**config.mk**
```make
export PLATFORM = sky130hd
export DESIGN_NAME = instruction_fetch_unit
export DESIGN_NICKNAME = d
export VERILOG_FILES = /design/src/rtl/ifetch_pkg.sv /design/src/rtl/ifetch_fifo.sv /design/src/rtl/instruction_fetch_unit.sv
export SDC_FILE = /design/constraint.sdc
export NUM_CORES = 1
export LEC_CHECK = 0
export BUFFER_PORTS_ARGS = -buffer_cell sky130_fd_sc_hd__buf_4
export CAP_MARGIN = 20
export CORE_MARGIN = 10
export CORE_UTILIZATION = 55
export DETAILED_ROUTE_END_ITERATION = 7
export GPL_TIMING_DRIVEN = 0
export HOLD_SLACK_MARGIN = 0.02
export PLACE_DENSITY = 0.89
export SETUP_SLACK_MARGIN = 0.5
export SYNTH_ARGS = -nofsm -noshare
export SYNTH_HDL_FRONTEND = slang
export SYNTH_SLANG_ARGS = --single-unit
```
**constraint.sdc**
```tcl
create_clock -name clk -period 12.65 [get_ports clk]
set_clock_uncertainty 0.05 [all_clocks]
set_input_delay 3.1625 -clock clk [delete_from_list [all_inputs] [get_ports clk]]
set_output_delay 3.1625 -clock clk [all_outputs]
set_load 0.03 [all_outputs]
```
**src/rtl/ifetch_pkg.sv**
```systemverilog
// ifetch_pkg: shared widths, the EBREAK encoding and the fetch FSM state type.
package ifetch_pkg;
    localparam int XLEN = 64;
    localparam int ILEN = 32;
    localparam logic [ILEN-1:0] EBREAK_INSTR = 32'h00100073;
    typedef enum logic [1:0] {S_IDLE, S_RUN, S_HALTED, S_FAULT} state_t;
endpackage

```
**src/rtl/ifetch_fifo.sv**
```systemverilog
// ifetch_fifo: fetch buffer with flush; a push is accepted on full when a pop happens in the same cycle.
module ifetch_fifo #(
    parameter int DEPTH = 2,
    parameter int W = 96
) (
    input  logic         clk,
    input  logic         rst,
    input  logic         push,
    input  logic         pop,
    input  logic         flush,
    input  logic [W-1:0] din,
    output logic [W-1:0] dout,
    output logic         full,
    output logic         empty
);
    localparam int AW = $clog2(DEPTH);
    localparam logic [AW:0] L_FULL = (AW+1)'(DEPTH);
    logic [W-1:0] r_mem [DEPTH];
    logic [AW-1:0] r_wr, r_rd;
    logic [AW:0] r_cnt;
    logic w_push, w_pop;
    assign empty = r_cnt == '0;
    assign full = r_cnt == L_FULL;
    assign w_pop = pop && !empty;
    assign w_push = push && (!full || w_pop);
    assign dout = r_mem[r_rd];
    always_ff @(posedge clk or posedge rst) begin
        if (rst) begin
            r_wr <= '0;
            r_rd <= '0;
            r_cnt <= '0;
        end else if (flush) begin
            r_wr <= '0;
            r_rd <= '0;
            r_cnt <= '0;
        end else begin
            if (w_push) r_wr <= r_wr + 1'b1;
            if (w_pop) r_rd <= r_rd + 1'b1;
            r_cnt <= r_cnt + {{AW{1'b0}}, w_push} - {{AW{1'b0}}, w_pop};
        end
    end
    always_ff @(posedge clk) begin
        if (w_push) r_mem[r_wr] <= din;
    end
endmodule

```
**src/rtl/instruction_fetch_unit.sv**
```systemverilog
// instruction_fetch_unit: PC sequencing into a fetch buffer with EBREAK halt and redirect flush.
// IFETCH_MISALIGN_TRAP_EN: a misaligned redirect target traps to FAULT instead of being aligned down.
module instruction_fetch_unit
    import ifetch_pkg::*;
#(
    parameter logic [63:0] RESET_PC = 64'h0,
    parameter int BUF_DEPTH = 2
) (
    input  logic            clk,
    input  logic            rst,
    input  logic            start,
    output logic [XLEN-1:0] imem_pc,
    input  logic [ILEN-1:0] imem_instr,
    output logic            out_valid,
    input  logic            out_ready,
    output logic [ILEN-1:0] out_instr,
    output logic [XLEN-1:0] out_pc,
    input  logic            redirect_valid,
    input  logic [XLEN-1:0] redirect_pc,
    output logic            halted,
    output logic            fault,
    output logic [31:0]     fetch_count
);
    state_t r_state;
    logic [XLEN-1:0] r_pc;
    logic [31:0] r_count;
    logic w_full, w_empty, w_deq, w_redir, w_fetch;
    logic [ILEN+XLEN-1:0] w_head;
    assign w_deq = !w_empty && out_ready;
    assign w_redir = redirect_valid && (r_state == S_RUN || r_state == S_HALTED);
    assign w_fetch = r_state == S_RUN && !w_redir && (!w_full || w_deq);
    ifetch_fifo #(.DEPTH(BUF_DEPTH), .W(ILEN + XLEN)) u_fifo (
        .clk(clk), .rst(rst), .push(w_fetch), .pop(w_deq), .flush(w_redir),
        .din({imem_instr, r_pc}), .dout(w_head), .full(w_full), .empty(w_empty)
    );
    assign imem_pc = r_pc;
    assign out_valid = !w_empty;
    assign out_instr = w_empty ? '0 : w_head[XLEN +: ILEN];
    assign out_pc = w_empty ? '0 : w_head[XLEN-1:0];
    assign halted = r_state == S_HALTED;
    assign fetch_count = r_count;
`ifdef IFETCH_MISALIGN_TRAP_EN
    logic w_trap;
    assign w_trap = redirect_pc[1:0] != 2'b00;
    assign fault = r_state == S_FAULT;
`else
    assign fault = 1'b0;
`endif
    always_ff @(posedge clk or posedge rst) begin
        if (rst) begin
            r_state <= S_IDLE;
            r_pc <= RESET_PC;
            r_count <= '0;
        end else begin
            if (w_fetch) r_count <= r_count + 32'd1;
            if (r_state == S_IDLE) begin
                r_state <= start ? S_RUN : S_IDLE;
            end else if (w_redir) begin
`ifdef IFETCH_MISALIGN_TRAP_EN
                if (w_trap) begin
                    r_state <= S_FAULT;
                end else begin
                    r_state <= S_RUN;
                    r_pc <= redirect_pc;
                end
`else
                r_state <= S_RUN;
                r_pc <= redirect_pc & ~64'h3;
`endif
            end else if (w_fetch) begin
                r_pc <= r_pc + 64'd4;
                if (imem_instr == EBREAK_INSTR) r_state <= S_HALTED;
            end
        end
    end
endmodule

```
==> results of run 1 <==
==> power by group through the flow <==
stage / Sequential [uW] / Combinational (uW) / Clock, uW
floorplan: 1660 / 1060 / 0
global placement: 1560 / 1930 / 0
detailed placement: 1550 / 1980 / 0
CTS: 1540 / 1990 / 889
global route: 1570 / 2110 / 925
finish: 1550 / 2000 / 885
==> sequential cells by signal, summed over array words and instances, names as in the netlist <==
signal / flops
u_fifo.r_wr: 1
r_state: 2
imem_pc: 62
u_fifo.r_rd: 1
fetch_count: 32
u_fifo.r_mem: 188
u_fifo.r_cnt: 2
==> critical path: cells and delay by family (launching register included) <==
kind / cells / cell delay, ns
DFF: 1 / 0.32
muxes: 1 / 0.28
buffers and inverters: 4 / 1.72
and+or+nand+nor: 1 / 0.06
==> synth_stat cells, types with 15 or more instances <==
| cell | count | area (sq um) |
|---|---|---|
| edfxtp_1 | 188 | 5650 |
| nor3_1 | 16 | 80.1 |
| nand2_1 | 57 | 214 |
| nand3_1 | 46 | 230 |
| dfrtp_1 | 100 | 2500 |
| o21ai_0 | 27 | 135 |
| clkbuf_1 | 37 | 139 |
| a21oi_1 | 50 | 250 |
| mux2i_1 | 101 | 1010 |
| nor2_1 | 153 | 574 |
| and3_1 | 19 | 119 |
| xor2_1 | 16 | 140 |
| xnor2_1 | 19 | 166 |
| o22ai_1 | 21 | 131 |
| nand4_1 | 46 | 288 |
| inv_1 | 20 | 75.1 |
| a2bb2oi_1 | 16 | 140 |
| buf_1 | 15 | 56.3 |
==> logic make-up after synthesis <==
| group | count (synthesis) | synth area share |
|---|---|---|
| compound gates | 175 | 0.0859 |
| xor+xnor | 35 | 0.0229 |
| simple gates | 433 | 0.173 |
| buf+inv | 90 | 0.0282 |
| fa+ha+maj | 7 | 0.00653 |
| mux | 101 | 0.0754 |
| other cells | 1 | 0.000280 |
| flops | 288 | 0.608 |
==> layer usage <==
layer	track usage	up-vias
met3	0.0882	149
met1	0.316	5400
met4	0.113	0
li1	-	4910
met2	0.420	790
met5	0	-
==> worst max path at each step <==
stage | slack, ns | start | cells past startpoint | to
floorplan | 4.45 | out_ready | 4 | u_fifo.r_mem[0][10]
global placement | 1.93 | out_ready | 5 | u_fifo.r_mem[0][2]
detailed placement | 6.85 | out_ready | 8 | u_fifo.r_mem[1][2]
CTS | 6.48 | u_fifo.r_rd | 6 | out_pc[21]
global route | 6.40 | u_fifo.r_rd | 6 | out_pc[21]
finish | 6.50 | u_fifo.r_rd | 6 | out_pc[20]
==> metrics by stage <==
stage	utilization	hold slack, ns	total power (uW)	setup slack, ns
floorplan	-	0.474	2720	4.45
global placement	0.661	0.408	3490	1.93
detailed placement	0.667	0.426	3540	6.85
CTS	0.707	0.440	4420	6.48
global route	0.707	0.467	4610	6.40
finish	0.707	0.435	4440	6.50
==> cell type report <==
class	count	area, sq um	area share
plain buffers	69	299	0.0175
clock buffers	36	795	0.0465
clock inverters	20	193	0.0113
inverters	21	81.3	0.00476
multi-input cells	756	4900	0.287
flip-flops and latches	288	8150	0.476
well taps	324	405	0.0237
repair buffers	293	2280	0.133
==> reports/qor.yml, run 1 <==
logic_synthesis:
  async_flop_share: 0.347
  avgSynthCellArea_sq_um: 11.9
  ys_ff_latch: 288
  netlist_instances: 1130
  yosys_warnings: 0
  yosysSeqAreaShare: 0.608
  synthesis.area_sq_um: 13400
  synth_edf_count: 188
  synthFlopType: "edfxtp_1"
  synth_cell_types: 74
setup_path:
  slowest_stage: "buf_1"
  crit_type: "reg2out"
  timing.reg2reg.setup_slack_ns: 9.40
  r2r-end: "imem_pc[4]"
  required_ns: 9.44
  crit_path_start_kind: "flip-flop"
  r2r_cells: 9
  critical_path.max_stage_delay_ns: 0.73
  crit_path_end_kind: "output pin"
  path_max_fanout: 10
  r2r-start: "r_state[0]"
  arrival_ns: 2.94
  worstPathCellList: "clkbuf_1, buf_2, buf_1, mux2i_1, nor2_1, buf_4"
grt:
  first_global_vias: 11273
  grt_pass1_wl_um: 64200
  antenna_found_initial: 0
  overflow: 0
  grt_max_degree: 65
  grt_use_total: 0.262
floorplanning:
  die_w_um: 176
  boundaryPins: 296
  placementRows: 57
  die_area_sq_um: 31000
  fp.dieH_um: 176
  start_util: 0.554
  core_sq_um: 24200
finish:
  layout_common_cells: "buf_4, edfxtp_1, nor2_1"
  drive_above_1_share: 0.256
  mostFrequentLayoutCell: "buf_4"
  final_area_sq_um: 17100
  fillers: 1698
  syn2layout_area_growth_pct: 27.6
  num_antenna_cells: 0
  fin_cells: 1807
  nets: 1567
sta:
  setup_violations: 0
  finalCriticalPeriod_ns: 6.15
  hold_violations: 0
  finalSetupTns_ns: 0
  max_clock_freq_mhz: 163
  rsz0062_at_grt: "no"
  tightest_slew_ns: 0.914
  maxSlewHeadroom: 0.391
  period_share: 0.486
  slew_viol_final: 0
drt:
  wl_met1_um: 15600
  met3RoutedLength_um: 5430
  detail_route.wl_per_cell_um: 23.8
  viasPerCell: 6.23
  drc_errors: 0
  highest_layer: "met4"
  wl_met2_um: 20100
  dr_total_vias: 11249
  finalWirelength_um: 43000
  drtIter0Drc: 1246
  dr.pass1.iters: 6
  ant_nets: 0
power:
  p_int_uw: 2490
  seqPwrFrac: 0.349
  p_per_area_nw_per_um2: 259
  switchingPower_uw: 1950
  switching_share: 0.440
  total_leakage_power_uw: 0.00685
  ir_drop_mv: 0.132
  clockPowerShare: 0.199
  pwr-share-comb: 0.451
clocking:
  cts_hold_buf: 0
  cts_buffer_depth: 3
  numCtsBuffers: 30
  cts-root-buf: "clkbuf_16"
  htreeDepth: 1
  cts_setup_buffers: 0
  insertion_delay_ns: 0.56
  clkTransAtPathRegs_ns: 0.06
  clock-sinks: 288
  post_cts_resized: 0
  cts_tree: "built"
hold_path:
  whs_endpoint: "fetch_count[31]"
  hold_start: "fetch_count[31]"
  min_path_cells: 1
  hold_class: "reg2reg"
place:
  port_buffers: 288
  dpl.cell_count: 1751
  dpl_cell_area_sq_um: 16100
  gp_congestion: 0.950
  place_hpwl_um: 30700
outcome:
  status: "complete, no violations"
flow_run:
  maxCapViolCount: 0
Power figures use the tool's default switching activity.
==> run 2: changes to the inputs <==
--- a/config.mk
+++ b/config.mk
@@ -8,11 +8,11 @@
 export BUFFER_PORTS_ARGS = -buffer_cell sky130_fd_sc_hd__buf_4
 export CAP_MARGIN = 20
 export CORE_MARGIN = 10
-export CORE_UTILIZATION = 55
+export CORE_UTILIZATION = 49
 export DETAILED_ROUTE_END_ITERATION = 7
 export GPL_TIMING_DRIVEN = 0
 export HOLD_SLACK_MARGIN = 0.02
-export PLACE_DENSITY = 0.89
+export PLACE_DENSITY = 0.84
 export SETUP_SLACK_MARGIN = 0.5
 export SYNTH_ARGS = -nofsm -noshare
 export SYNTH_HDL_FRONTEND = slang
==> constraint.sdc (replaced) <==
create_clock -name clk -period 5.4 [get_ports clk]
set_clock_uncertainty 0.05 [all_clocks]
set_input_delay 1.35 -clock clk [delete_from_list [all_inputs] [get_ports clk]]
set_output_delay 1.35 -clock clk [all_outputs]
set_load 0.03 [all_outputs]
==> run 2 against run 1 <==
  * Combinational power is 130% higher
  * Register-to-register slack worse by 7.1 ns
  * Global-route usage shrank 1.7 points
  * Critical path depth decreased by 1
  * Sequential share of layout area grew 0.084 points
  * Sequential power is 130% higher
  * Die area is 11% higher
  * Final area decreased by 0.18%
  * Setup slack worse by 5.5 ns
  * Core utilization fell by 7.4 points
  * Critical path type unchanged
  * Largest power group unchanged
  * Highest routed layer is now met5
==> reports/qor.yml, run 2 (same netlist as run 1, synthesis figures left out) <==
outcome:
  status: "complete, no violations"
grt:
  antenna_found_initial: 1
  overflow: 0
  grt_pass1_wl_um: 64900
  grt_max_degree: 67
  first_global_vias: 10936
  grt_use_total: 0.245
power:
  clockPowerShare: 0.192
  total_leakage_power_uw: 0.00682
  p_int_uw: 5730
  seqPwrFrac: 0.353
  switchingPower_uw: 4550
  p_per_area_nw_per_um2: 602
  switching_share: 0.442
  pwr-share-comb: 0.455
  ir_drop_mv: 0.314
sta:
  finalCriticalPeriod_ns: 4.37
  maxSlewHeadroom: 0.371
  hold_violations: 0
  period_share: 0.810
  max_clock_freq_mhz: 229
  hold_ws_ns: 0.428
  setup_violations: 0
  rsz0062_at_grt: "no"
  tightest_slew_ns: 0.944
  slew_viol_final: 0
setup_path:
  critPathLaunch: "u_fifo.r_cnt[1]"
  arrival_ns: 2.97
  critical_path.max_stage_delay_ns: 0.70
  crit_type: "reg2out"
  required_ns: 4.00
  r2r-start: "u_fifo.r_cnt[1]"
  crit_path_end_kind: "output pin"
  worstPathCellList: "nor2_1, clkbuf_1, buf_1, nor2_1, buf_4"
  crit_path_start_kind: "flip-flop"
  slowest_stage: "clkbuf_1"
  path_common_cell: "nor2_1"
  path_max_fanout: 10
drt:
  finalWirelength_um: 43700
  dr.pass1.iters: 6
  drtIter0Drc: 1256
  drc_errors: 0
  viasPerCell: 6.09
  dr_total_vias: 11112
  ant_nets: 0
  detail_route.wl_per_cell_um: 23.9
floorplanning:
  die_w_um: 185
  start_util: 0.497
  boundaryPins: 296
  fp.dieH_um: 185
  placementRows: 60
  die_area_sq_um: 34400
  core_sq_um: 27000
finish:
  nets: 1567
  top_register: "u_fifo.r_mem"
  final_core_util: 0.633
  drive_above_1_share: 0.255
  largest_register_ffs: 188
  mostFrequentLayoutCell: "buf_4"
  layout_common_cells: "buf_4, edfxtp_1, nor2_1"
  syn2layout_area_growth_pct: 27.4
  num_antenna_cells: 0
  fillers: 2076
clocking:
  cts_hold_buf: 0
  clock-sinks: 288
  numCtsBuffers: 30
  cts-root-buf: "clkbuf_16"
  post_cts_resized: 0
  cts_setup_buffers: 0
  htreeDepth: 1
  insertion_delay_ns: 0.56
  cts_tree: "built"
  cts_buffer_depth: 3
  clkTransAtPathRegs_ns: 0.06
flow_run:
  maxCapViolCount: 0
hold_path:
  hold_class: "reg2reg"
  hold_start: "fetch_count[31]"
place:
  port_buffers: 288
  gp_congestion: 0.948
  place_hpwl_um: 31400
-- run 2: changes by cell type in the layout (fill, tap and decap cells not counted) --
cell and delta:
clkbuf_1 +10, clkinvlp_4 -1, clkinv_1 -8, inv_4 +1
clkinv_2 -4, bufinv_16 -4, clkbuf_8 +6
-- run 2: layout make-up --
| class | count | area [sq um] | share of cell area |
|---|---|---|---|
| Sequential cell | 288 | 8150 | 0.477 |
| Multi-Input combinational cell | 756 | 4900 | 0.287 |
| Timing Repair Buffer | 293 | 2280 | 0.133 |
| Clock buffer | 52 | 915 | 0.0536 |
| Tap cell | 341 | 427 | 0.0250 |
| Buffer | 69 | 299 | 0.0175 |
| Inverter | 21 | 81.3 | 0.00476 |
| Clock inverter | 4 | 21.3 | 0.00125 |
-- run 2: through the flow --
step	cells	total power [uW]	TNS, ns	setup slack (ns)	area (sq um)
6_report	1824	10300	0	1.03	17100
5_1_grt	1824	10800	0	0.890	17100
4_1_cts	1824	10300	0	0.973	17100
3_5_place_dp	1768	8300	0	1.34	16100
3_3_place_gp	1763	8180	-229.80	-1.27	16000
2_1_floorplan	1134	6370	0	0.523	13400
-- run 2: per-layer routing --
layer,share of wire,vias up,global-route usage
met4,0.033,2,0.0809
met2,0.47,749,0.393
met3,0.13,129,0.0815
li1,-,4900,-
met1,0.37,5332,0.304
met5,0.00030,-,0
-- run 2: final timing paths --
kind,to,cells after the start,slack (ns)
setup / recovery,out_pc[17],5,1.03
max in group asynchronous,imem_pc[52],3,3.74
min in group asynchronous,imem_pc[13],2,0.86
hold reg to reg,fetch_count[31],1,0.43
hold / removal,fetch_count[31],1,0.43
setup reg to reg,u_fifo.r_mem[1][31],7,2.28
-- run 2: worst max-delay path, delay by kind of cell (launching register included) --
family,cells,cell delay [ns]
buffers and inverters,3,1.45
and+or+nand+nor,2,0.55
DFF,1,0.41
-- run 2: power groups by stage --
stage                     registers [uW]  clock network (uW)  logic (uW)
after floorplan                     3880                   0        2490
after global placement              3650                   0        4530
after detailed placement            3650                   0        4650
after CTS                           3610                2000        4670
after global routing                3690                2100        4970
final                               3630                1980        4670
